$ cat src/rtl/cmp_search_ctrl.sv
// Binary-search controller driving the b operand of a magnitude comparator until it reports equality.
// Optional PROBE_COUNT_EN adds a probe_cnt output counting SEARCH cycles of the last search.
module cmp_search_ctrl #(
  parameter int WIDTH = 4
) (
  input  logic             clk,
  input  logic             rst,
  input  logic             start,
  input  logic             eq_in,
  input  logic             gt_in,
  input  logic             lt_in,
  output logic [WIDTH-1:0] probe,
  output logic             busy,
  output logic             done,
  output logic             found,
  output logic             error,
  output logic [WIDTH-1:0] result
`ifdef PROBE_COUNT_EN
  ,
  output logic [$clog2(WIDTH+2)-1:0] probe_cnt
`endif
);

  typedef enum logic [1:0] {
    IDLE   = 2'd0,
    SEARCH = 2'd1,
    DONE   = 2'd2
  } state_t;

  localparam logic [WIDTH-1:0] MAX     = '1;
  localparam logic [WIDTH-1:0] ONE     = 1;
  localparam logic [WIDTH:0]   ONE_EXT = 1;

  state_t           state, state_next;
  logic [WIDTH-1:0] lo, lo_next;
  logic [WIDTH-1:0] hi, hi_next;
  logic [WIDTH-1:0] probe_next;
  logic             found_next;
  logic             error_next;
  logic [WIDTH-1:0] result_next;

`ifdef PROBE_COUNT_EN
  localparam int CNT_W = $clog2(WIDTH+2);
  localparam logic [CNT_W-1:0] CNT_ONE = 1;
  logic [CNT_W-1:0] cnt, cnt_next;
  assign probe_cnt = cnt;
`endif

  // Midpoint taken one bit wider so lo+hi never wraps.
  function automatic logic [WIDTH-1:0] mid(input logic [WIDTH:0] a, input logic [WIDTH:0] b);
    logic [WIDTH:0] s;
    s = a + b;
    return s[WIDTH:1];
  endfunction

  assign busy = (state == SEARCH);
  assign done = (state == DONE);

  always_ff @(posedge clk or posedge rst) begin
    if (rst) begin
      state  <= IDLE;
      lo     <= '0;
      hi     <= MAX;
      probe  <= '0;
      found  <= 1'b0;
      error  <= 1'b0;
      result <= '0;
`ifdef PROBE_COUNT_EN
      cnt    <= '0;
`endif
    end else begin
      state  <= state_next;
      lo     <= lo_next;
      hi     <= hi_next;
      probe  <= probe_next;
      found  <= found_next;
      error  <= error_next;
      result <= result_next;
`ifdef PROBE_COUNT_EN
      cnt    <= cnt_next;
`endif
    end
  end

  always_comb begin
    state_next  = state;
    lo_next     = lo;
    hi_next     = hi;
    probe_next  = probe;
    found_next  = found;
    error_next  = error;
    result_next = result;
`ifdef PROBE_COUNT_EN
    cnt_next    = cnt;
`endif
    case (state)
      IDLE: begin
        if (start) begin
          lo_next     = '0;
          hi_next     = MAX;
          probe_next  = mid('0, {1'b0, MAX});
          found_next  = 1'b0;
          error_next  = 1'b0;
          result_next = '0;
`ifdef PROBE_COUNT_EN
          cnt_next    = '0;
`endif
          state_next  = SEARCH;
        end
      end
      SEARCH: begin
`ifdef PROBE_COUNT_EN
        cnt_next = cnt + CNT_ONE;
`endif
        // Exhausted-range checks keep probe+1 and probe-1 inside [lo,hi].
        case ({eq_in, gt_in, lt_in})
          3'b100: begin
            result_next = probe;
            found_next  = 1'b1;
            state_next  = DONE;
          end
          3'b010: begin
            if (probe == hi) begin
              error_next = 1'b1;
              state_next = DONE;
            end else begin
              lo_next    = probe + ONE;
              probe_next = mid({1'b0, probe} + ONE_EXT, {1'b0, hi});
            end
          end
          3'b001: begin
            if (probe == lo) begin
              error_next = 1'b1;
              state_next = DONE;
            end else begin
              hi_next    = probe - ONE;
              probe_next = mid({1'b0, lo}, {1'b0, probe} - ONE_EXT);
            end
          end
          default: begin
            error_next = 1'b1;
            state_next = DONE;
          end
        endcase
      end
      DONE:    state_next = IDLE;
      default: state_next = IDLE;
    endcase
  end

endmodule

$ cat config.mk
export PLATFORM = sky130hd
export DESIGN_NAME = cmp_search_ctrl
export DESIGN_NICKNAME = d
export VERILOG_FILES = /design/src/rtl/cmp_search_ctrl.sv
export SDC_FILE = /design/constraint.sdc
export NUM_CORES = 1
export LEC_CHECK = 0
export BUFFER_PORTS_ARGS = -buffer_cell sky130_fd_sc_hd__buf_4
export CAP_MARGIN = 40
export CORE_UTILIZATION = 40
export CTS_BUF_LIST = sky130_fd_sc_hd__clkbuf_2 sky130_fd_sc_hd__clkbuf_4 sky130_fd_sc_hd__clkbuf_8
export DETAILED_ROUTE_END_ITERATION = 8
export PLACE_DENSITY = 0.63
export SYNTH_ARGS = -nofsm -noshare
export SYNTH_HDL_FRONTEND = slang
export SYNTH_SLANG_ARGS = --single-unit
export TNS_END_PERCENT = 50
$ cat constraint.sdc
create_clock -name clk -period 2.5 [get_ports clk]
set_input_delay 0 -clock clk [delete_from_list [all_inputs] [get_ports clk]]
set_output_delay 0 -clock clk [all_outputs]
set_load 0.05 [all_outputs]
# Word-level counts from Yosys, hierarchy flattened
# Cells that the tools add are included.
[word_totals]
ff_bits = 20
in_bits = 6
out_inout_bits = 12
elab_cells = 67
[op_classes]
add_sub_neg = 6
eq_ne = 19
n_mux = 27
reduce_logical = 8
[op_table]
columns = ["operator", "n"]
rows = [
  ["4-bit 2-to-1 mux", 10],
  ["4-bit one-hot mux with 2 select lines", 5],
  ["3-bit != test, second input constant", 4],
  ["5-bit AND reduction", 2],
  ["4-bit == test", 2],
  ["2-bit != test, second input constant", 4],
  ["2-bit one-hot mux with 2 select lines", 2],
  ["4-bit AND reduction", 2],
  ["2-bit 2-to-1 mux", 3],
  ["2-bit by 1-bit != test with 1-bit output, second input constant", 3],
  ["3-bit AND reduction", 2],
  ["4-bit by 1-bit adder with 5-bit output, second input constant", 1],
  ["4-bit by 5-bit adder with 5-bit output", 1],
  ["5-bit by 4-bit adder with 5-bit output", 1],
  ["4-bit by 1-bit subtractor with 5-bit output, second input constant", 1],
  ["4-bit by 1-bit adder with 4-bit output, second input constant", 1],
  ["1-bit 2-to-1 mux", 4],
  ["1-bit one-hot mux with 2 select lines", 2],
  ["4-bit by 1-bit subtractor with 4-bit output, second input constant", 1],
  ["3-bit by 1-bit == test with 1-bit output, second input constant", 1],
  ["3-bit by 2-bit == test with 1-bit output, second input constant", 1],
  ["3-bit == test, second input constant", 1],
  ["3-bit by 1-bit != test with 1-bit output, second input constant", 1],
  ["1-bit one-hot mux with 3 select lines", 1],
  ["4 further kinds", 4],
]

# Depth between registers and ports, before layout
# Gate-level depths: netlist of run 1.
[depth]
ltp_word = 5
mapped_depth = 10

# Least setup slack after synthesis of run 1
# Ideal clock, no wire load.
[synth_path]
path_kind = "reg-to-reg"
startpoint = "register probe[1]"
endpoint = "register probe[2]"
setup_ns = 0.128
arrival_time_ns = 2.461
t_required_ns = 2.372
setup_slack_ns = -0.089
stages_incl_launch_ff = 11
cell_sequence = "dfrtp_1 -> inv_1 -> ha_1 -> inv_1 -> ha_1 -> inv_1 -> fa_1 -> xnor2_1 -> a21oi_1 -> o21ai_0 -> mux2_1"
[synth_between]
elab_chain_cells = 5
[synth_rtl]
columns = ["item", "line", "source"]
rows = [
  ["start: declaration", "12", "output logic [WIDTH-1:0] probe,"],
  ["start signal: assignment", "75", "probe <= probe_next;"],
  ["4-bit by 1-bit subtractor with 5-bit output / 4-bit by 1-bit adder with 5-bit output (equally long branches)", "137, 128", ""],
  ["4-bit by 5-bit adder with 5-bit output / 5-bit by 4-bit adder with 5-bit output (equally long branches)", "52", "s = a + b;"],
  ["4-bit 2-to-1 mux, on equally long branches", "132, 123", ""],
  ["4-bit one-hot mux with 2 select lines", "116", "case ({eq_in, gt_in, lt_in})"],
  ["4-bit one-hot mux with 2 select lines", "96", "case (state)"],
]
# Parallel ways exist; a longest one is shown, timed or not. The select of a mux whose other input is x is not followed.
# A chain may end at the register's enable or synchronous reset.

# Worst setup path after layout of run 1
# Ends and elaborated chain as after synthesis.

==> reports/summary.txt, run 1 <==
Fin crit share -> 93.1%
Routability congestion estimate from global placement -> 0.840
DR top layer -> met4
CTS buffer count -> 3
Cells after Synth -> 134
Post-Synth Adder-Cell Area -> 15.3%
Post-Route M1 WL -> 1260 um
RSZ-0062 raised after global routing -> false
Setup crit end kind -> flop
Worst Path Required -> 2.70 ns
Async SR Flop Fraction -> 100%
CP bufs+invs -> 3
Worst Setup Start Kind -> flop
Clk pwr share -> 8.0%
Compound-Gate Fraction of Synth Area -> 12.9%
Synth warn -> 0
Cell variety after synth -> 39
Vias in the first global route -> 1004
Root Buffer -> clkbuf_4
P_sw -> 1.05 mW
Met3 WL -> 68 um
Worst slew margin -> 46.8%
Final ANT Viol Nets -> 0
CP arrival -> 2.53 ns
Post-synthesis mux area share -> 7.37%
Main area contributors after synthesis -> dfrtp_1 30%, ha_1 12%, dfstp_2 7.9%
Post-DR vias/cell -> 4.96
Drt first pass iters -> 4
P_leak -> 0.772 nW
Synthesis-to-finish area growth -> 19.4%
Critical path fanouts, max -> 4
Mapped Nets -> 155
Mapped cell area -> 0.00132 mm2
Chip width -> 59.5 um
Layout net count -> 181
Post-Syn Area per Cell -> 9.88 um2
Most used DFF post-synth -> dfrtp_1
Comb power frac -> 66.0%
Max IR drop VDD -> 764 uV
Max Slew Vio Count -> 0
CTS tree -> yes
Global-route wire length before repair -> 4720 um
CP max stage delay -> 0.45 ns
H-tree Lvls -> 1
Post-Synth Simple-Gate Area -> 14.7%
Largest net degree at the start of global routing -> 21
Post-Place Setup Slack -> 0.112 ns
Synthesized flop and latch total -> 20
Sequential fraction of the synthesis area -> 38.2%
P per Cell Area -> 1360 mW/mm2
Reg power frac -> 25.9%
Yosys top cell area share -> 30.2%
WL/cell -> 13.7 um
Clock latency on the worst-skew pair -> 0.30 ns
Drc violations -> 0
I/O pin total -> 18
R2R Path End -> probe[2]
Reg2reg path depth -> 10
Worst slew pin tran -> 0.798 ns
Initial antenna violation count -> 0
Worst hold start -> start
Largest family of logic cells by synthesized area -> adder cells
Dominant cell by count in the synthesized netlist -> inv_1
Vias -> 1007
Reg2reg start -> probe[1]
Clock sink count -> 20
WL met2 -> 1400 um
Hpwl dp -> 2130 um
Final worst setup slack -> 0.172 ns
Global-route usage over all layers -> 18.5%
HP Class -> in -> reg
Placement Cell Area -> 0.00153 mm2
Clk pin slew, worst setup/hold paths -> 0.12 ns
Port bufs -> 17
Post-synth EDFFs -> 0
Post-synthesis xor/xnor area fraction -> 5.29%
Critical path class -> reg -> reg
Starting DRC count in detailed routing -> 9
Endpoints failing setup -> 0
Clock Path Buffers -> 2
Critical path cell sequence -> inv_1, ha_1, inv_1, ha_1, inv_1, fa_1, xnor2_1, a21oi_1, o21ai_0, mux2_1
Worst Clk Skew -> 0.00803 ns
Row cnt -> 20
Synth area leader -> dfrtp_1
FMAX -> 430 MHz
Max-cap viol count -> 0
WHS Path Cells -> 4
Final Cell Area -> 0.00158 mm2
Slowest cell on the critical path -> dfrtp_2
Ant. Diodes -> 0
Starting density of the core -> 42.7%
Fin. Hold Viols -> 0
Top cells by count, synth -> 19 x inv_1, 16 x dfrtp_1, 13 x ha_1
Int Pwr -> 1.10 mW
Reg2Reg Setup Slack -> 0.17 ns
Height of the die -> 59.5 um
Final min period -> 2.33 ns
CP delay by family, top -> adder cells
Status -> completed
Switching Fraction -> 48.8%
Hold path endpoint -> found
Area of the core -> 0.00310 mm2
Most used cell along the critical path -> inv_1
Congestion Overflow GR -> 0
Share of layout cells above drive strength 1 -> 25.8%
DRT Wirelength -> 2780 um
Die area -> 0.00354 mm2
## sequential cells by signal (all words and copies together) (netlist names)
register	count
state	2
hi	4
found	1
error	1
lo	4
result	4
probe	4
## per-stage QoR
stage	TNS [ns]	power, mW	util, %	hold slack (ns)	std cells
2_1_floorplan	-0.0300	1.62	-	-0.0392	134
3_3_place_gp	0	1.97	49.4	0.187	197
3_5_place_dp	0	1.98	49.4	0.208	197
4_1_cts	0	2.17	50.7	0.116	202
5_1_grt	0	2.35	50.9	0.154	203
6_report	0	2.15	50.9	0.110	203
## power groups by stage
stage | Clock (mW) | Combinational, mW | Sequential [mW]
after floorplan | 0 | 0.865 | 0.752
after global placement | 0 | 1.41 | 0.568
after detailed placement | 0 | 1.41 | 0.575
after CTS | 0.184 | 1.42 | 0.569
after global routing | 0.198 | 1.57 | 0.577
final | 0.173 | 1.42 | 0.558
## worst register-to-register path, stage by stage, from the launching register on
cell	delay, ns
dfrtp_2	0.45
inv_1	0.13
ha_1	0.27
inv_1	0.07
ha_1	0.15
inv_1	0.06
fa_1	0.40
xnor2_1	0.13
a21oi_1	0.13
o21ai_0	0.12
mux2_1	0.31
## cell usage in the layout, fill, tap and decap left out, types with 4 or more instances in the layout
cell type  synthesis  layout
nor2_1            10      10
ha_1              13      13
nand2_1           11      11
nand3_1            4       4
o21ai_0            5       5
inv_1             19      19
xnor2_1            6       6
dfrtp_1           16      15
clkbuf_4           0       4
a21oi_1            6       6
dfstp_2            4       4
buf_4              0      23
## what timing repair did
item | 4_1_cts | 5_1_grt
hold endpoints to repair | 16 | 0
hold buffers | 1 | 0
setup buffers | 0 | 1
resized for setup | 0 | 0
endpoints found under the setup margin | 0 | 1
## area by class of cell
| class | count | area [um2] |
|---|---|---|
| repair buffers | 24 | 183 |
| well taps | 44 | 55.1 |
| multi-input cells | 92 | 734 |
| flip-flops and latches | 20 | 507 |
| inverters | 19 | 71.3 |
| clock buffers | 4 | 30.0 |
| fillers | 312 | 1520 |
## layer usage
| metal | GRT usage [%] | vias up |
|---|---|---|
| li1 | - | 505 |
| met1 | 23.5 | 482 |
| met2 | 31.1 | 16 |
| met3 | 3.06 | 4 |
| met4 | 7.64 | 0 |
| met5 | 0 | - |
## worst max-delay path by stage
stage / cells past startpoint / start / endpoint
5_1_grt: 10 / probe[1] / probe[2]
2_1_floorplan: 10 / probe[2] / probe[3]
6_report: 10 / probe[1] / probe[2]
3_5_place_dp: 10 / probe[1] / probe[2]
3_3_place_gp: 10 / probe[1] / probe[2]
4_1_cts: 10 / probe[1] / probe[2]
## kinds of logic after synthesis
group / count (synthesis)
compound gates: 23
xor+xnor: 8
fa+ha+maj: 15
buf+inv: 22
flops: 20
mux: 9
simple gates: 37
(Power assumes the default switching activity.)
==> run 2: changes to the inputs <==
==> constraint.sdc (replaced) <==
create_clock -name clk -period 2.6 [get_ports clk]
set_input_delay 0.26 -clock clk [delete_from_list [all_inputs] [get_ports clk]]
set_output_delay 0.26 -clock clk [all_outputs]
set_load 0.05 [all_outputs]
==> run 2 against run 1 <==
Clock-buffer cell count is the same. Register-to-register slack gained 0.03 ns. Via count shrank 1.4%. Total power shrank 4.0%. Non-clock buffer count shrank 5. Die area is the same. Largest power group unchanged.
==> reports/summary.txt, run 2 (same netlist as run 1, synthesis figures left out) <==
Reg2reg path depth -> 10
Share of layout cells above drive strength 1 -> 23.4%
Clk pin slew, worst setup/hold paths -> 0.12 ns
Setup TNS -> 0 ns
Fin util -> 49.8%
Clock sink count -> 20
Max Slew Vio Count -> 0
Routability congestion estimate from global placement -> 0.862
Fin. Hold Viols -> 0
Largest net degree at the start of global routing -> 21
Most frequent cells in the layout -> 19 x inv_1, 19 x buf_4, 16 x dfrtp_1
HP Class -> in -> async
Setup bufs post-CTS -> 0
DRT Wirelength -> 2770 um
CP arrival -> 2.60 ns
Starting DRC count in detailed routing -> 14
Worst Clk Skew -> 0.00285 ns
Vias in the first global route -> 1023
Max IR drop VDD -> 581 uV
Most used cell along the critical path -> inv_1
Global-route wire length before repair -> 4730 um
FMAX -> 417 MHz
Critical path cell sequence -> inv_1, ha_1, inv_1, ha_1, inv_1, fa_1, xnor2_1, a21oi_1, o21ai_0, mux2_1
Worst Path Required -> 2.80 ns
I/O pin total -> 18
Clock Path Buffers -> 2
Reg2reg start -> probe[1]
Clock latency on the worst-skew pair -> 0.30 ns
Max-cap viol count -> 0
Fin crit share -> 92.2%
Root Buffer -> clkbuf_4
Final min period -> 2.40 ns
Global-route usage over all layers -> 18.3%
P_leak -> 0.752 nW
Chip width -> 59.5 um
WL/cell -> 14.0 um
Hold Buf Count CTS -> 0
Hpwl dp -> 2160 um
Port bufs -> 17
Worst slew pin tran -> 0.801 ns
Ant. Diodes -> 0
Starting density of the core -> 42.7%
Drc violations -> 0
Post-DR vias/cell -> 5.02
CTS buffer count -> 3
Worst Setup Start Kind -> flop
Endpoints failing setup -> 0
Vias -> 993
Total power draw -> 2.07 mW
Initial antenna violation count -> 0
Drt first pass iters -> 4
Height of the die -> 59.5 um
Area of the core -> 0.00310 mm2
Die area -> 0.00354 mm2
Setup crit end kind -> flop
Critical path class -> reg -> reg
Final ANT Viol Nets -> 0
RSZ-0062 raised after global routing -> false
CP max stage delay -> 0.49 ns
Post-cts resize count -> 0
Row cnt -> 20
Reg2Reg Setup Slack -> 0.20 ns
Worst slew margin -> 46.5%
R2R Path End -> probe[2]
Layout net count -> 176
CTS tree -> yes
Congestion Overflow GR -> 0
Synthesis-to-finish area growth -> 16.7%
Critical path fanouts, max -> 8
Filler Cells Inserted -> 299
P per Cell Area -> 1340 mW/mm2
Status -> completed
Slowest cell on the critical path -> dfrtp_1
H-tree Lvls -> 1
## run 2: cell types whose count changed in the layout (fill, tap and decap cells not counted), sizes merged
cell	previous run	this run
buf	23	19
dlygate4sd3	1	0
## run 2: area by class of cell
class	count	area, um2	share of cell area, %
Inverter	19	71.3	4.62
Sequential cell	20	505	32.7
Tap cell	44	55.1	3.56
Multi-Input combinational cell	92	734	47.5
Clock buffer	4	36.3	2.35
Timing Repair Buffer	19	143	9.23
## run 2: per-layer routing
| metal | up-vias | GRT usage (%) | part of all wire [%] |
|---|---|---|---|
| li1 | 489 | - | - |
| met3 | 6 | 2.84 | 3.1 |
| met4 | 0 | 7.64 | 2.0 |
| met5 | - | 0 | 0 |
| met2 | 19 | 29.7 | 47 |
| met1 | 479 | 24.1 | 48 |
## run 2: metrics by stage
stage	worst slack (ns)	cells	area, um2	hold slack, ns
2_1_floorplan	0.0115	134	1320	0.221
5_1_grt	0.0535	198	1550	0.153
4_1_cts	0.203	198	1550	0.110
3_3_place_gp	0.295	194	1510	0.433
3_5_place_dp	0.221	194	1510	0.455
6_report	0.203	198	1550	0.0946
## run 2: where the power goes
part           switching (mW)  leakage, nW  internal (mW)  total [mW]
combinational           0.821        0.490          0.520        1.34
sequential             0.0983        0.241          0.443       0.541
clock                  0.0984       0.0210         0.0855       0.184
## run 2: critical path: cells and delay by family, from the launching register on
kind / cells / cell delay (ns)
buffers and inverters: 3 / 0.26
adder cells (fa/ha/maj): 3 / 0.89
multiplexers: 1 / 0.30
flip-flops: 1 / 0.49
AO/OA/AOI/OAI: 2 / 0.22
XOR/XNOR: 1 / 0.14
## run 2: worst max-delay path by stage
stage	startpoint	end	cells past startpoint
after floorplan	probe[1]	probe[2]	10
after global placement	probe[1]	probe[2]	10
after detailed placement	probe[1]	probe[2]	10
after CTS	probe[1]	probe[2]	10
after global routing	probe[1]	probe[2]	10
final	probe[1]	probe[2]	10
